<file path="src/rtl/piso_out_pkg.sv">
// piso_out_pkg
//   Shared constants for the parallel-in / serial-out output stage.
//   DEFAULT_WIDTH    : bits per tap word
//   DEFAULT_NUM_TAPS : number of words held and serialized
//   Producer and consumer blocks import these so their word geometry
//   matches the serializer without repeating the numbers.
package piso_out_pkg;

    localparam int unsigned DEFAULT_WIDTH    = 8;
    localparam int unsigned DEFAULT_NUM_TAPS = 4;

endpackage : piso_out_pkg

</file>
<file path="src/rtl/piso_out_if.sv">
// piso_out_if
//   Bus bundle between the word producer and the serializer.
//   SHIFT_OUT   : mode select, 0 = parallel load, 1 = shift
//   EN_PISO_OUT : shift enable, only meaningful when SHIFT_OUT = 1
//   DATA_IN     : WIDTH*NUM_TAPS parallel words, word k at [k*WIDTH +: WIDTH]
//   DATA_OUT    : current serial output word
//   master drives the controls and words; slave (the serializer) drives DATA_OUT.
interface piso_out_if
    import piso_out_pkg::*;
#(
    parameter int unsigned WIDTH    = DEFAULT_WIDTH,
    parameter int unsigned NUM_TAPS = DEFAULT_NUM_TAPS
);

    logic                      SHIFT_OUT;
    logic                      EN_PISO_OUT;
    logic [WIDTH*NUM_TAPS-1:0] DATA_IN;
    logic [WIDTH-1:0]          DATA_OUT;

    modport master (
        output SHIFT_OUT,
        output EN_PISO_OUT,
        output DATA_IN,
        input  DATA_OUT
    );

    modport slave (
        input  SHIFT_OUT,
        input  EN_PISO_OUT,
        input  DATA_IN,
        output DATA_OUT
    );

endinterface : piso_out_if

</file>
<file path="src/rtl/piso_out.sv">
// piso_out
//   Parallel-in / serial-out word serializer.
//   CLKEXT       : clock, all state changes on the rising edge
//   CLR_PISO_OUT : asynchronous active-low clear of every tap word
//   bus          : piso_out_if slave (SHIFT_OUT, EN_PISO_OUT, DATA_IN, DATA_OUT)
//   A load captures all NUM_TAPS words at once; DATA_OUT always shows the
//   top word, so the serial order is word NUM_TAPS-1 down to word 0.
//   Each enabled shift moves words up one tap and zero-fills tap 0, so once
//   all words are drained DATA_OUT stays 0 until the next load.
module piso_out
    import piso_out_pkg::*;
#(
    parameter int unsigned WIDTH    = DEFAULT_WIDTH,
    parameter int unsigned NUM_TAPS = DEFAULT_NUM_TAPS
) (
    input  logic       CLKEXT,
    input  logic       CLR_PISO_OUT,
    piso_out_if.slave  bus
);

    logic [WIDTH-1:0] words    [NUM_TAPS];
    logic [WIDTH-1:0] reg_data [NUM_TAPS];

    // Split the flat parallel bus into tap words.
    for (genvar k = 0; k < NUM_TAPS; k++) begin : g_word
        assign words[k] = bus.DATA_IN[k*WIDTH +: WIDTH];
    end

    always_ff @(posedge CLKEXT or negedge CLR_PISO_OUT) begin
        if (!CLR_PISO_OUT) begin
            for (int unsigned k = 0; k < NUM_TAPS; k++) begin
                reg_data[k] <= '0;
            end
        end else if (!bus.SHIFT_OUT) begin
            // Load ignores EN_PISO_OUT and overrides any partial shift.
            for (int unsigned k = 0; k < NUM_TAPS; k++) begin
                reg_data[k] <= words[k];
            end
        end else if (bus.EN_PISO_OUT) begin
            // With a single tap the loop is empty and the shift just clears it.
            for (int unsigned k = 1; k < NUM_TAPS; k++) begin
                reg_data[k] <= reg_data[k-1];
            end
            reg_data[0] <= '0;
        end
    end

    assign bus.DATA_OUT = reg_data[NUM_TAPS-1];

endmodule : piso_out

</file>
<file path="src/flat_wrapper.sv">
// flat-port wrapper written by rule: the top's interface ports become plain ports
module piso_out_flat import piso_out_pkg::*;
#(
    parameter int unsigned WIDTH    = DEFAULT_WIDTH,
    parameter int unsigned NUM_TAPS = DEFAULT_NUM_TAPS
)
  (CLKEXT, CLR_PISO_OUT, bus_SHIFT_OUT, bus_EN_PISO_OUT, bus_DATA_IN, bus_DATA_OUT);
  piso_out_if #(.WIDTH(WIDTH), .NUM_TAPS(NUM_TAPS)) bus_i ();
  input  logic CLKEXT;
  input  logic CLR_PISO_OUT;
  input wire logic [$bits(bus_i.SHIFT_OUT)-1:0] bus_SHIFT_OUT;
  input wire logic [$bits(bus_i.EN_PISO_OUT)-1:0] bus_EN_PISO_OUT;
  input wire logic [$bits(bus_i.DATA_IN)-1:0] bus_DATA_IN;
  output wire logic [$bits(bus_i.DATA_OUT)-1:0] bus_DATA_OUT;
  assign bus_i.SHIFT_OUT = bus_SHIFT_OUT;
  assign bus_i.EN_PISO_OUT = bus_EN_PISO_OUT;
  assign bus_i.DATA_IN = bus_DATA_IN;
  assign bus_DATA_OUT = bus_i.DATA_OUT;
  piso_out #(.WIDTH(WIDTH), .NUM_TAPS(NUM_TAPS)) u_core (.CLKEXT(CLKEXT), .CLR_PISO_OUT(CLR_PISO_OUT), .bus(bus_i));
endmodule
</file>
<file path="config.mk">
export PLATFORM = sky130hd
export DESIGN_NAME = piso_out_flat
export DESIGN_NICKNAME = d
export VERILOG_FILES = /design/src/rtl/piso_out_pkg.sv /design/src/rtl/piso_out_if.sv /design/src/rtl/piso_out.sv /design/src/flat_wrapper.sv
export SDC_FILE = /design/constraint.sdc
export NUM_CORES = 1
export LEC_CHECK = 0
export BUFFER_PORTS_ARGS = -buffer_cell sky130_fd_sc_hd__buf_4
export CORE_MARGIN = 2
export CORE_UTILIZATION = 40
export CTS_CLUSTER_SIZE = 16
export DETAILED_ROUTE_END_ITERATION = 6
export PLACE_DENSITY = 0.73
export SLEW_MARGIN = 20
export SYNTH_ARGS = -nofsm -noshare
export SYNTH_HDL_FRONTEND = slang
export SYNTH_SLANG_ARGS = --single-unit
</file>
<file path="constraint.sdc">
create_clock -name CLKEXT -period 1.5 [get_ports CLKEXT]
set_input_delay 0.15 -clock CLKEXT [delete_from_list [all_inputs] [get_ports CLKEXT]]
set_output_delay 0.15 -clock CLKEXT [all_outputs]
set_load 0.01 [all_outputs]
</file>
==> flow_summary.toml, run 1 <==
[status]
status = "completed"

[setup_path]
required_ns = 1.35
critPathSlowestCell = "dfrtp_1"
crit_arrival_ns = 0.81
endpoint_kind = "output port"
slowest_delay_ns = 0.39
worstSetupPathType = "reg2out"
crit_chain = "buf_4"
crit_buf_inv = 1
critPathLaunchType = "register"
worst-path-max-fanout = 2
cp_top_family = "flip-flops"

[logic_synthesis]
ys_types = 12
yosysTopAreaCell = "dfrtp_1"
syn_nets = 183
synth.avg_cell_area_sq_um = 10.3
synth_cells = 147
ys_ff_latch = 32
syn-cell-area_sq_um = 1520
synth_area_leaders = "dfrtp_1 53%, mux2i_1 16%, a21oi_1 7.9%"
synth_warnings = 0
synth_top_area_share_pct = 52.7
seq_area_frac_synth_pct = 52.7

[sta]
period_needed_ns = 0.957
slew_headroom_pct = 62.7
fin_crit_sh_pct = 63.8
tightest_slew_ns = 0.559
fin_tns_setup_ns = 0
maxSlewViolCount = 0
rsz0062_at_grt = "no"
skew_ns = 0.00518
holdWs_ns = 0.114
finalSetupViolCount = 0
max_freq_mhz = 1050
hold_violations = 0

[cells_and_area]
final_common_cell = "buf_4"
final_cell_mix = "43 x buf_4, 32 x dfrtp_1, 24 x mux2i_1, 24 x nor2_1, 24 x a21oi_1"
fillers = 354
area.growth.synth_to_final_pct = 20.6
drive_gt1_share_pct = 27.4
nets = 215
fin_cells = 227
n_antenna_cell = 0

[place]
port_buffers = 43
dp_cells = 219
gp_congestion = 0.638
dp_hpwl_microns = 1650

[clocking]
cts.htree.levels = 2
cts_tree = "built"
root_buffer = "clkbuf_8"
clkTransAtPathRegs_ns = 0.06
clk_path_buf_depth = 2
cts.sinks = 32
clk-insertion-delay-late_ns = 0.28
cts-buffers-inserted = 5

[pwr]
ir_drop_mv = 0.620
power_mw = 1.88
power_density_nw_per_um2 = 1030
p_leak_nw = 0.909

[die]
dieArea_sq_um = 4310
start_util_pct = 41.5
die_h_microns = 65.6
ioPinCount = 44
rows = 22
fp.dieW_microns = 65.6
coreArea_sq_um = 3660

[drt]
post_drt_wl_per_cell_microns = 10.7
wl_microns = 2440
route.detailed.drc = 0
vias = 1053
initialDrtViolationCount = 19
viasPerCell = 4.64
antenna_left = 0
drtPass1Iterations = 4

[global_routing]
antenna_found_initial = 0
grt_pass1_wl_microns = 4100
track_usage_pct = 12.5
overflow = 0
grt_pass1_vias = 988
grt_max_degree = 65

[min_path]
hold_path_class = "in2reg"

[run]
drv_cap = 0
[through the flow]
stage	utilization (%)	cell area, sq um	setup slack (ns)
global placement	47.6	1740	0.464
CTS	50.0	1830	0.534
global route	50.0	1830	0.509
finish	50.0	1830	0.543
floorplan	-	1520	0.730
detailed placement	47.6	1740	0.443
[registers in the layout, indices dropped and copies added, names as in the netlist]
name,cells
u_core.reg_data,24
u_core.bus.DATA_OUT,8
[path summary, 6_finish.rpt]
path,start,endpoint,slack (ns),cells past startpoint
setup / recovery,u_core.bus.DATA_OUT[0],bus_DATA_OUT[0],0.54,1
max in group asynchronous,CLR_PISO_OUT,u_core.reg_data[25],0.88,2
hold reg to reg,u_core.reg_data[24],u_core.reg_data[24],0.53,2
hold / removal,bus_DATA_IN[12],u_core.reg_data[20],0.11,3
setup reg to reg,u_core.reg_data[26],u_core.reg_data[18],0.74,2
min in group asynchronous,CLR_PISO_OUT,u_core.reg_data[8],0.34,2
[cell type report]
class / instances / area, sq um / share of cell area (%)
clock inverters: 1 / 5.00 / 0.273
repair buffers: 44 / 333 / 18.2
inverters: 8 / 30.0 / 1.64
flip-flops and latches: 32 / 801 / 43.7
well taps: 48 / 60.1 / 3.28
multi-input cells: 88 / 531 / 29.0
clock buffers: 6 / 72.6 / 3.96
[cells in the mapped netlist]
library cell / n
dfrtp_1: 32
a21oi_1: 24
mux2i_1: 24
nor2_1: 24
buf_4: 9
inv_1: 8
nand2_1: 8
o22ai_1: 8
buf_2: 4
buf_12: 2
buf_6: 2
clkbuf_1: 2
[kinds of logic (layout without fill, tap and decap cells)]
group,count (synthesis),count (layout),share of synthesized area [%]
compound gates,32,32,11.2
flops,32,32,52.7
simple gates,32,32,7.91
buf+inv,27,59,12.4
mux,24,24,15.8
[power by group]
group | switching [mW] | total [mW] | internal [mW]
Combinational | 0.138 | 0.303 | 0.165
Clock | 0.276 | 0.590 | 0.314
Sequential | 0.0428 | 0.989 | 0.946
Total | 0.457 | 1.88 | 1.43
[per-layer routing]
layer | vias up | GRT usage [%] | part of all wire (%)
met4 | 0 | 3.13 | 0
met5 | - | 0 | 0
met1 | 477 | 14.4 | 46
li1 | 547 | - | -
met2 | 29 | 20.8 | 47
met3 | 0 | 5.82 | 6.7
[repair_timing]
item | CTS | global route
endpoints found under the hold margin | 32 | 0
hold buffers | 1 | 0
resized for setup | 0 | 0
buffers inserted | 0 | 0
Power figures use the tool's default switching activity.
==> inputs of run 2 (changes only) <==
--- a/config.mk
+++ b/config.mk
@@ -10,7 +10,7 @@
 export CORE_UTILIZATION = 40
 export CTS_CLUSTER_SIZE = 16
 export DETAILED_ROUTE_END_ITERATION = 6
-export PLACE_DENSITY = 0.73
+export PLACE_DENSITY = 0.76
 export SLEW_MARGIN = 20
 export SYNTH_ARGS = -nofsm -noshare
 export SYNTH_HDL_FRONTEND = slang
==> constraint.sdc (replaced) <==
create_clock -name CLKEXT -period 0.8 [get_ports CLKEXT]
set_input_delay 0.08 -clock CLKEXT [delete_from_list [all_inputs] [get_ports CLKEXT]]
set_output_delay 0.08 -clock CLKEXT [all_outputs]
set_load 0.01 [all_outputs]
==> run 2 against run 1 <==
Against the previous run:
- the run now ends with setup timing left
- sequential cell count unchanged
- worst hold slack got worse by 0.075 ns
- final cell count increased by 3.5%
- clock power increased by 110%
- core utilization increased by 4.1 points
- global-route usage increased by 1.8 points
- largest power group unchanged
==> flow_summary.toml, run 2 (same netlist as run 1, synthesis figures left out) <==
[setup_path]
reg2regPathDepth = 3
worstSetupPathType = "reg2out"
slowest_delay_ns = 0.40
critPathLaunchType = "register"
cp_num_cells = 1
crit_chain = "buf_6"
endpoint_kind = "output port"
crit_buf_inv = 1
cp_top_family = "flip-flops"
required_ns = 0.72
critPathSlowestCell = "dfrtp_1"
crit_arrival_ns = 0.81
worst-path-max-fanout = 2

[drt]
route.detailed.drc = 0
post_drt_wl_per_cell_microns = 11.0
initialDrtViolationCount = 45
viasPerCell = 4.63
vias = 1089
drtPass1Iterations = 4
antenna_left = 0
wl_microns = 2590

[clocking]
clkTransAtPathRegs_ns = 0.06
cts.sinks = 32
cts-buffers-inserted = 5
root_buffer = "clkbuf_8"
cts.htree.levels = 2
clk-insertion-delay-late_ns = 0.28
cts_tree = "built"
clk_path_buf_depth = 2

[run]
drv_cap = 0

[die]
die_h_microns = 65.6
dieArea_sq_um = 4310
fp.dieW_microns = 65.6
ioPinCount = 44
rows = 22
start_util_pct = 41.5
coreArea_sq_um = 3660

[global_routing]
antenna_found_initial = 0
grt_pass1_vias = 1092
track_usage_pct = 14.3
grt_pass1_wl_microns = 4490
grt_max_degree = 33
overflow = 0

[pwr]
clock_power_share_pct = 33.0
p_switching_mw = 0.907
p_leak_nw = 0.977
power_mw = 3.78
p_int_mw = 2.87
power_density_nw_per_um2 = 1910
power_frac_seq_pct = 49.3
comb_power_share_pct = 17.7
ir_drop_mv = 1.07
switching_share_pct = 24.0

[sta]
skew_ns = 0.00371
fin_ws_ns = -0.0854
slew_headroom_pct = 73.6
hold_violations = 0
rsz0062_at_grt = "yes"
period_needed_ns = 0.885
fin_crit_sh_pct = 111
maxSlewViolCount = 0
tightest_slew_ns = 0.396
holdWs_ns = 0.0388
finalSetupViolCount = 11
max_freq_mhz = 1130

[status]
violations = "setup timing"
status = "finished with violations"

[cells_and_area]
regMostFlops = "u_core.reg_data"
final_cell_mix = "37 x buf_4, 32 x dfrtp_1, 24 x mux2i_1, 24 x nor2_1, 24 x a21oi_1"
largest_reg_flops = 24
n_antenna_cell = 0
final_area_sq_um = 1980
area.growth.synth_to_final_pct = 30.4
nets = 222
drive_gt1_share_pct = 29.9
final_common_cell = "buf_4"
fin_util_pct = 54.1

[min_path]
hold_depth = 3
hold_path_class = "in2reg"

[place]
place_ws_ns = -0.00183
port_buffers = 43
dp_hpwl_microns = 1810
place_area_sq_um = 1820
gp_congestion = 0.719
run 2: changes by cell type in the layout (fill, tap and decap cells not counted):
cell and change:
clkbuf_8 +1, clkbuf_1 +1, buf_4 -6, buf_6 +9, clkinv_2 -1, buf_12 +4
run 2: metal layers:
| metal | GRT usage (%) | routed length, microns | up-vias |
|---|---|---|---|
| met1 | 14.8 | 1080 | 494 |
| met5 | 0 | 0 | - |
| met3 | 6.16 | 158 | 5 |
| met2 | 24.1 | 1290 | 27 |
| li1 | - | - | 563 |
| met4 | 7.81 | 61 | 0 |
run 2: final timing paths:
check | startpoint | to | slack, ns
setup / recovery | u_core.bus.DATA_OUT[6] | bus_DATA_OUT[6] | -0.09
hold / removal | bus_DATA_IN[9] | u_core.reg_data[17] | 0.04
setup reg to reg | u_core.bus.DATA_OUT[6] | u_core.bus.DATA_OUT[6] | -0.05
hold reg to reg | u_core.reg_data[30] | u_core.reg_data[30] | 0.54
max in group asynchronous | CLR_PISO_OUT | u_core.reg_data[27] | 0.24
min in group asynchronous | CLR_PISO_OUT | u_core.bus.DATA_OUT[0] | 0.27
run 2: layout make-up:
| class | count | area, sq um |
|---|---|---|
| fillers | 338 | 1680 |
| flip-flops and latches | 32 | 801 |
| multi-input cells | 88 | 531 |
| repair buffers | 51 | 469 |
| clock buffers | 8 | 90.1 |
| well taps | 48 | 60.1 |
| inverters | 8 | 30.0 |
run 2: power by group through the flow:
stage	registers [mW]	clock network (mW)	logic, mW
floorplan	1.86	0	0.415
global placement	1.88	0	0.613
detailed placement	1.88	0	0.625
CTS	1.86	1.30	0.667
global route	1.88	1.40	0.741
finish	1.86	1.25	0.667
run 2: timing repair:
action,4_1_cts,5_1_grt
pin swaps,2,2
setup endpoints to repair,8,10
hold endpoints to repair,32,0
hold buffers,1,0
buffers inserted,2,1
gates resized for setup,7,2
run 2: per-stage QoR:
stage | std cells | setup TNS [ns]
2_1_floorplan | 147 | 0
5_1_grt | 235 | -1.09
4_1_cts | 234 | -0.801
3_5_place_dp | 223 | -0.00183
3_3_place_gp | 223 | 0
6_report | 235 | -0.689
